===== src/rtl/dvi_in_pkg.sv =====
// Shared types for the DVI link controller: link FSM state encoding and helpers.
package dvi_in_pkg;

    typedef enum logic [2:0] {
        StIdle       = 3'd0,
        StHpdLow     = 3'd1,
        StWaitLock   = 3'd2,
        StWaitFrames = 3'd3,
        StUp         = 3'd4,
        StFail       = 3'd5
    } link_state_e;

    localparam int unsigned RetryW = 8;

    function automatic int unsigned max3(input int unsigned a, input int unsigned b,
                                         input int unsigned c);
        int unsigned m;
        m = (a > b) ? a : b;
        return (m > c) ? m : c;
    endfunction

endpackage


===== src/rtl/dvi_link_timer.sv =====
// Saturating cycle timer; expired_o flags the last cycle of a tc_i-cycle window.
module dvi_link_timer #(
    parameter int unsigned Width = 8
) (
    input  logic             clk_i,
    input  logic             rst_ni,
    input  logic             clear_i,
    input  logic             en_i,
    input  logic [Width-1:0] tc_i,
    output logic             expired_o
);

    logic [Width-1:0] cnt_q, cnt_d;

    always_comb begin
        cnt_d = cnt_q;
        if (clear_i) begin
            cnt_d = '0;
        end else if (en_i && (cnt_q != '1)) begin
            cnt_d = cnt_q + Width'(1);
        end
    end

    always_ff @(posedge clk_i or negedge rst_ni) begin
        if (!rst_ni) begin
            cnt_q <= '0;
        end else begin
            cnt_q <= cnt_d;
        end
    end

    // cnt_q counts completed cycles, so the tc_i-th cycle sees tc_i - 1.
    assign expired_o = en_i && (cnt_q >= (tc_i - Width'(1)));

endmodule


===== src/rtl/dvi_link_ctrl.sv =====
// DVI sink link bring-up controller: hot-plug pulse, PLL lock wait, frame qualification.
module dvi_link_ctrl
    import dvi_in_pkg::*;
#(
    parameter int unsigned HPD_LOW_CYCLES = 50000000,
    parameter int unsigned LOCK_TIMEOUT   = 10000000,
    parameter int unsigned FRAME_TIMEOUT  = 5000000,
    parameter int unsigned FRAMES_REQ     = 4,
    parameter int unsigned MAX_RETRIES    = 7
) (
    input  logic              clk_i,
    input  logic              rst_ni,
    input  logic              enable_i,
    input  logic              pll_locked_i,
    input  logic              frame_valid_i,
    output logic              hpa_o,
    output logic              txen_o,
    output logic              pll_rst_o,
    output logic              link_up_o,
    output logic [2:0]        state_o,
    output logic [RetryW-1:0] retry_cnt_o,
    output logic              irq_link_up_o,
    output logic              irq_link_lost_o,
    output logic              irq_fail_o
);

    localparam int unsigned MaxTimeout = max3(HPD_LOW_CYCLES, LOCK_TIMEOUT, FRAME_TIMEOUT);
    localparam int unsigned TimerW     = $clog2(MaxTimeout) + 1;
    localparam int unsigned FrameW     = $clog2(FRAMES_REQ + 1);

    link_state_e       state_q, state_d;
    logic [FrameW-1:0] frames_q, frames_d, frames_inc;
    logic [RetryW-1:0] retry_q, retry_d, retry_inc;
    logic              hpa_q, pll_rst_q, link_up_q;
    logic              irq_up_q, irq_lost_q, irq_fail_q;
    logic              irq_up_d, irq_lost_d, irq_fail_d;
    logic              attempt_fail, frame_clr;
    logic              timer_clr, timer_en, expired;
    logic [TimerW-1:0] timer_tc;
    logic              active_d;

    assign frames_inc = frames_q + FrameW'(1);
    assign retry_inc  = (retry_q == '1) ? retry_q : retry_q + RetryW'(1);

    always_comb begin
        timer_en = 1'b1;
        timer_tc = TimerW'(FRAME_TIMEOUT);
        unique case (state_q)
            StHpdLow:           timer_tc = TimerW'(HPD_LOW_CYCLES);
            StWaitLock:         timer_tc = TimerW'(LOCK_TIMEOUT);
            StWaitFrames, StUp: timer_tc = TimerW'(FRAME_TIMEOUT);
            default:            timer_en = 1'b0;
        endcase
    end

    always_comb begin
        state_d      = state_q;
        frames_d     = frames_q;
        retry_d      = retry_q;
        irq_up_d     = 1'b0;
        irq_lost_d   = 1'b0;
        irq_fail_d   = 1'b0;
        attempt_fail = 1'b0;
        frame_clr    = 1'b0;
        if (!enable_i) begin
            state_d = StIdle;
        end else begin
            unique case (state_q)
                StIdle: begin
                    state_d = StHpdLow;
                    retry_d = '0;
                end
                StHpdLow: if (expired) state_d = StWaitLock;
                StWaitLock: begin
                    if (pll_locked_i) begin
                        state_d  = StWaitFrames;
                        frames_d = '0;
                    end else if (expired) begin
                        attempt_fail = 1'b1;
                    end
                end
                // Lock loss beats a frame pulse; a frame pulse beats the timeout.
                StWaitFrames: begin
                    if (!pll_locked_i) begin
                        attempt_fail = 1'b1;
                    end else if (frame_valid_i) begin
                        frames_d  = frames_inc;
                        frame_clr = 1'b1;
                        if (frames_inc == FrameW'(FRAMES_REQ)) begin
                            state_d  = StUp;
                            irq_up_d = 1'b1;
                        end
                    end else if (expired) begin
                        attempt_fail = 1'b1;
                    end
                end
                StUp: begin
                    if (!pll_locked_i || (!frame_valid_i && expired)) begin
                        state_d    = StHpdLow;
                        retry_d    = '0;
                        irq_lost_d = 1'b1;
                    end else if (frame_valid_i) begin
                        frame_clr = 1'b1;
                    end
                end
                StFail:  state_d = StFail;
                default: state_d = StIdle;
            endcase
            if (attempt_fail) begin
                retry_d = retry_inc;
                if (retry_inc == RetryW'(MAX_RETRIES)) begin
                    state_d    = StFail;
                    irq_fail_d = 1'b1;
                end else begin
                    state_d = StHpdLow;
                end
            end
        end
    end

    assign timer_clr = frame_clr || (state_d != state_q);
    assign active_d  = (state_d == StWaitLock) || (state_d == StWaitFrames) || (state_d == StUp);

    dvi_link_timer #(
        .Width(TimerW)
    ) u_timer (
        .clk_i    (clk_i),
        .rst_ni   (rst_ni),
        .clear_i  (timer_clr),
        .en_i     (timer_en),
        .tc_i     (timer_tc),
        .expired_o(expired)
    );

    always_ff @(posedge clk_i or negedge rst_ni) begin
        if (!rst_ni) begin
            state_q    <= StIdle;
            frames_q   <= '0;
            retry_q    <= '0;
            hpa_q      <= 1'b0;
            pll_rst_q  <= 1'b1;
            link_up_q  <= 1'b0;
            irq_up_q   <= 1'b0;
            irq_lost_q <= 1'b0;
            irq_fail_q <= 1'b0;
        end else begin
            state_q    <= state_d;
            frames_q   <= frames_d;
            retry_q    <= retry_d;
            hpa_q      <= active_d;
            pll_rst_q  <= !active_d;
            link_up_q  <= (state_d == StUp);
            irq_up_q   <= irq_up_d;
            irq_lost_q <= irq_lost_d;
            irq_fail_q <= irq_fail_d;
        end
    end

    assign state_o         = state_q;
    assign retry_cnt_o     = retry_q;
    assign hpa_o           = hpa_q;
    assign txen_o          = hpa_q;
    assign pll_rst_o       = pll_rst_q;
    assign link_up_o       = link_up_q;
    assign irq_link_up_o   = irq_up_q;
    assign irq_link_lost_o = irq_lost_q;
    assign irq_fail_o      = irq_fail_q;

endmodule


===== config.mk =====
export PLATFORM = sky130hd
export DESIGN_NAME = dvi_link_ctrl
export DESIGN_NICKNAME = d
export VERILOG_FILES = /design/src/rtl/dvi_in_pkg.sv /design/src/rtl/dvi_link_timer.sv /design/src/rtl/dvi_link_ctrl.sv
export SDC_FILE = /design/constraint.sdc
export NUM_CORES = 1
export LEC_CHECK = 0
export BUFFER_PORTS_ARGS = -buffer_cell sky130_fd_sc_hd__buf_4
export CORE_MARGIN = 2
export CORE_UTILIZATION = 60
export CTS_BUF_LIST = sky130_fd_sc_hd__clkbuf_2
export DETAILED_ROUTE_END_ITERATION = 16
export PLACE_DENSITY_LB_ADDON = 0.08
export SYNTH_ARGS = -nofsm -noshare
export SYNTH_HDL_FRONTEND = slang
export SYNTH_SLANG_ARGS = --single-unit

===== constraint.sdc =====
create_clock -name clk_i -period 11.4 [get_ports clk_i]
set_input_delay 1.14 -clock clk_i [delete_from_list [all_inputs] [get_ports clk_i]]
set_output_delay 1.14 -clock clk_i [all_outputs]
set_load 0.005 [all_outputs]

==> key figures <==
Placement
  – Port Buf Inserts: 22
  – Pre-CTS WS: 6820 ps
  – Final GP Congestion: 0.925
  – Cell total after placement: 440
  – Dpl hpwl: 4.91 mm

Synthesis
  – Async SR Flop Fraction: 100%
  – Most area-consuming cells after synthesis: dfrtp_1 (35%), ha_1 (6.9%), nor3_2 (6.1%)
  – Register area share after synthesis: 36.1%
  – Post-synth top area share: 35.2%
  – Yosys reg bits: 47
  – Synth Instances: 362
  – Syn Area/Cell: 9.02 um^2
  – Top_reg_cell synth: dfrtp_1
  – Post-synth top area cell: dfrtp_1
  – Yosys warning count: 0
  – Synth Net Count: 385
  – Number of enable flip-flop cells after synthesis: 0
  – Netlist cell types: 54
  – Post-Syn Area: 0.00327 mm^2

Layout
  – Finished Core Util: 66.9%
  – ANT cells: 0
  – Commonest non-fill, non-tap cell in the layout: dfrtp_1
  – Sequential cell area: 0.00118 mm^2
  – # fillers: 454
  – Most frequent cells in the layout: dfrtp_1 (46), nand2_1 (39), nor2_1 (32)
  – Area of the multi-input gates: 0.00194 mm^2
  – Nets: 400
  – Synth-to-Final Area Change: 5.98%
  – Share of cells above drive strength 1: 17.5%
  – Finished Layout Cells: 448

Global routing
  – Initial antenna violation count: 0
  – Met3 global-route usage: 3.14%
  – First-pass GRT wire length: 12.2 mm
  – Top Usage Layer GRT: met2
  – All-Layer GR Usage: 24.8%
  – Number of global-route vias before repair: 2533
  – Grt met1 use: 35.9%
  – Gr ovfl total: 0
  – Grt met2 use: 38.5%
  – Largest net degree at the start of global routing: 48

Drt
  – Post-route ant nets: 0
  – Vias post-DR: 2758
  – DR DRC count: 0
  – Vias per inst: 6.16
  – DR WL/cell: 15.8 um
  – DRT Wirelength: 7.09 mm
  – Drt first pass iters: 5
  – Initial drt markers: 325

Power and ir drop
  – Combinational Power Share: 10.7%
  – Clock power share: 25.8%
  – P_sw: 0.0000780 W
  – Peak supply drop: 0.0535 mV
  – Share of power burned in registers: 63.5%
  – Leak: 1.54 nW
  – Switching part of the total: 28.4%
  – Pwr/cell area: 79.3 mW/mm^2
  – P_int: 0.000196 W

STA
  – Count of final setup violators: 0
  – Slew margin rel.: 33.8%
  – Final min period: 4750 ps
  – Final TNS setup: 0 ps
  – Slew Viols, Final: 0
  – PnR worst setup slack: 6650 ps
  – RSZ-0062 raised after global routing: false
  – Final period util: 41.7%
  – Final Hold Vio Count: 0
  – Setup Skew: 37.1 ps
  – Slew @ Worst Pin: 984 ps
  – Fmax: 0.210 GHz

Job
  – Max-cap viol count: 0

CTS
  – PostCTS Resize Cnt: 0
  – Total CTS buffers: 5
  – Clk sinks: 47
  – Post-CTS Setup Repair Bufs: 0
  – Clock-pin slew on the worst setup and hold paths: 240 ps
  – H-tree levels: 2
  – Hold Buf Count CTS: 0
  – CTS tree: built
  – CTS max path bufs: 2
  – Worst-Skew Late Latency: 440 ps
  – Root buf cell: clkbuf_2

Setup path
  – CP Capture Type: flop
  – Max FO, Critical Path: 27
  – Worst EP arrival: 5120 ps
  – Critical-path top delay cell: mux2_2
  – CP Buf/Inv Count: 2
  – Critical path's top delay family: compound AO/OA/AOI/OAI gates
  – Max incr delay on CP: 650 ps
  – Required time of the critical path: 11760 ps
  – Critical path cell sequence: inv_1, nand2_1, nor2_1, inv_1, ha_1, nand4bb_1, a2111oi_0, o2111ai_1, nor3_1, a211o_1, o21ai_0, o2bb2ai_1, mux2_2, nor3_1
  – CP Launch Type: flop
  – CP Class: flop to flop

Status
  – Status: finished clean

Floorplanning
  – Initial cell density of the core: 63.1%
  – Number of top-level pins: 23
  – Die height: 77.8 um
  – Row cnt: 26
  – Die Span X: 77.8 um
  – Die ar.: 0.00605 mm^2
  – Core Box Area: 0.00517 mm^2

Worst hold path
  – Hold Path Class: flop to flop
-- synthesized netlist by cell type (2+ instances only) --
master      n
nor2b_1     2
a2111o_1    2
clkbuf_1    7
o22ai_1     4
nand4_1    12
o2bb2ai_1   2
o41ai_2     2
a22o_1      2
a41oi_1     4
nand2_1    39
buf_6       5
nand3_1    16
o211ai_1    3
o21a_1      3
dfrtp_1    46
xor2_1     13
nor3_1     18
nor4_1      3
conb_1      2
ha_1       18
a21oi_1    23
o31ai_1     5
nor3_2     20
buf_4       3
or3_1       2
inv_1      10
and4_1      3
nand2b_1    4
nor2_1     32
xnor2_1    16
or2_2       4
o21ai_0    11
and3_1      5
-- state kept, by name (all words and copies together) (netlist names) --
signal / count
u_timer.cnt_q: 27
link_up_o: 1
irq_link_up_o: 1
irq_link_lost_o: 1
frames_q: 3
retry_cnt_o: 8
state_o: 3
hpa_o: 1
pll_rst_o: 1
irq_fail_o: 1
-- metrics by stage --
step           power, W  instance area [um^2]  hold slack, ps
6_report       0.000274                  3460             557
5_1_grt        0.000287                  3460             586
4_1_cts        0.000275                  3460             559
3_5_place_dp   0.000206                  3420             517
3_3_place_gp   0.000205                  3420             497
2_1_floorplan  0.000198                  3270             479
-- power by group through the flow --
stage | clock network, W | logic [W] | registers [W]
after floorplan | 0 | 0.0000227 | 0.000175
after global placement | 0 | 0.0000287 | 0.000177
after detailed placement | 0 | 0.0000293 | 0.000177
after CTS | 0.0000720 | 0.0000294 | 0.000174
after global routing | 0.0000790 | 0.0000329 | 0.000175
final | 0.0000708 | 0.0000294 | 0.000174
-- area by class of cell --
type	count	share of cell area, %
multi-input cells	289	56.1
clock buffers	7	1.01
inverters	11	1.19
repair buffers	23	4.99
well taps	70	2.53
flip-flops and latches	47	34.0
clock inverters	1	0.145
-- logic make-up after synthesis --
logic type,share of synthesized area [%]
AND/OR/NAND/NOR,27.9
AO/OA/AOI/OAI,15.2
flip-flops,36.1
XOR/XNOR,8.28
buffers and inverters,4.48
adder cells (fa/ha/maj),7.24
other,0.230
multiplexers,0.651
-- metal layers --
metal  wire [um]  vias up
met5           0        -
met4         103        0
met3         284       13
met2        3310       83
met1        3390     1318
li1            -     1344
-- path summary, 6_finish.rpt --
| check | start | endpoint | slack (ps) | cells past startpoint |
|---|---|---|---|---|
| max | state_o[2]$_DFF_PN0_ | u_timer.cnt_q[25]$_DFFE_PN0P_ | 6650 | 14 |
| min | frames_q[1]$_DFFE_PN0P_ | frames_q[1]$_DFFE_PN0P_ | 560 | 2 |
| max reg2reg | state_o[2]$_DFF_PN0_ | u_timer.cnt_q[25]$_DFFE_PN0P_ | 6650 | 14 |
| min reg2reg | frames_q[1]$_DFFE_PN0P_ | frames_q[1]$_DFFE_PN0P_ | 560 | 2 |
| max in group asynchronous | rst_ni | state_o[1]$_DFF_PN0_ | 10280 | 1 |
| min in group asynchronous | rst_ni | u_timer.cnt_q[3]$_DFFE_PN0P_ | 640 | 1 |
-- worst reg2reg max path: stages, from the launching register on --
cell and delay, ps:
dfrtp_1 620, inv_1 290, nand2_1 100, nor2_1 260, inv_1 150, ha_1 340
nand4bb_1 130, a2111oi_0 520, o2111ai_1 280, nor3_1 250, a211o_1 330, o21ai_0 160
o2bb2ai_1 310, mux2_2 660, nor3_1 290
(Power assumes the default switching activity.)
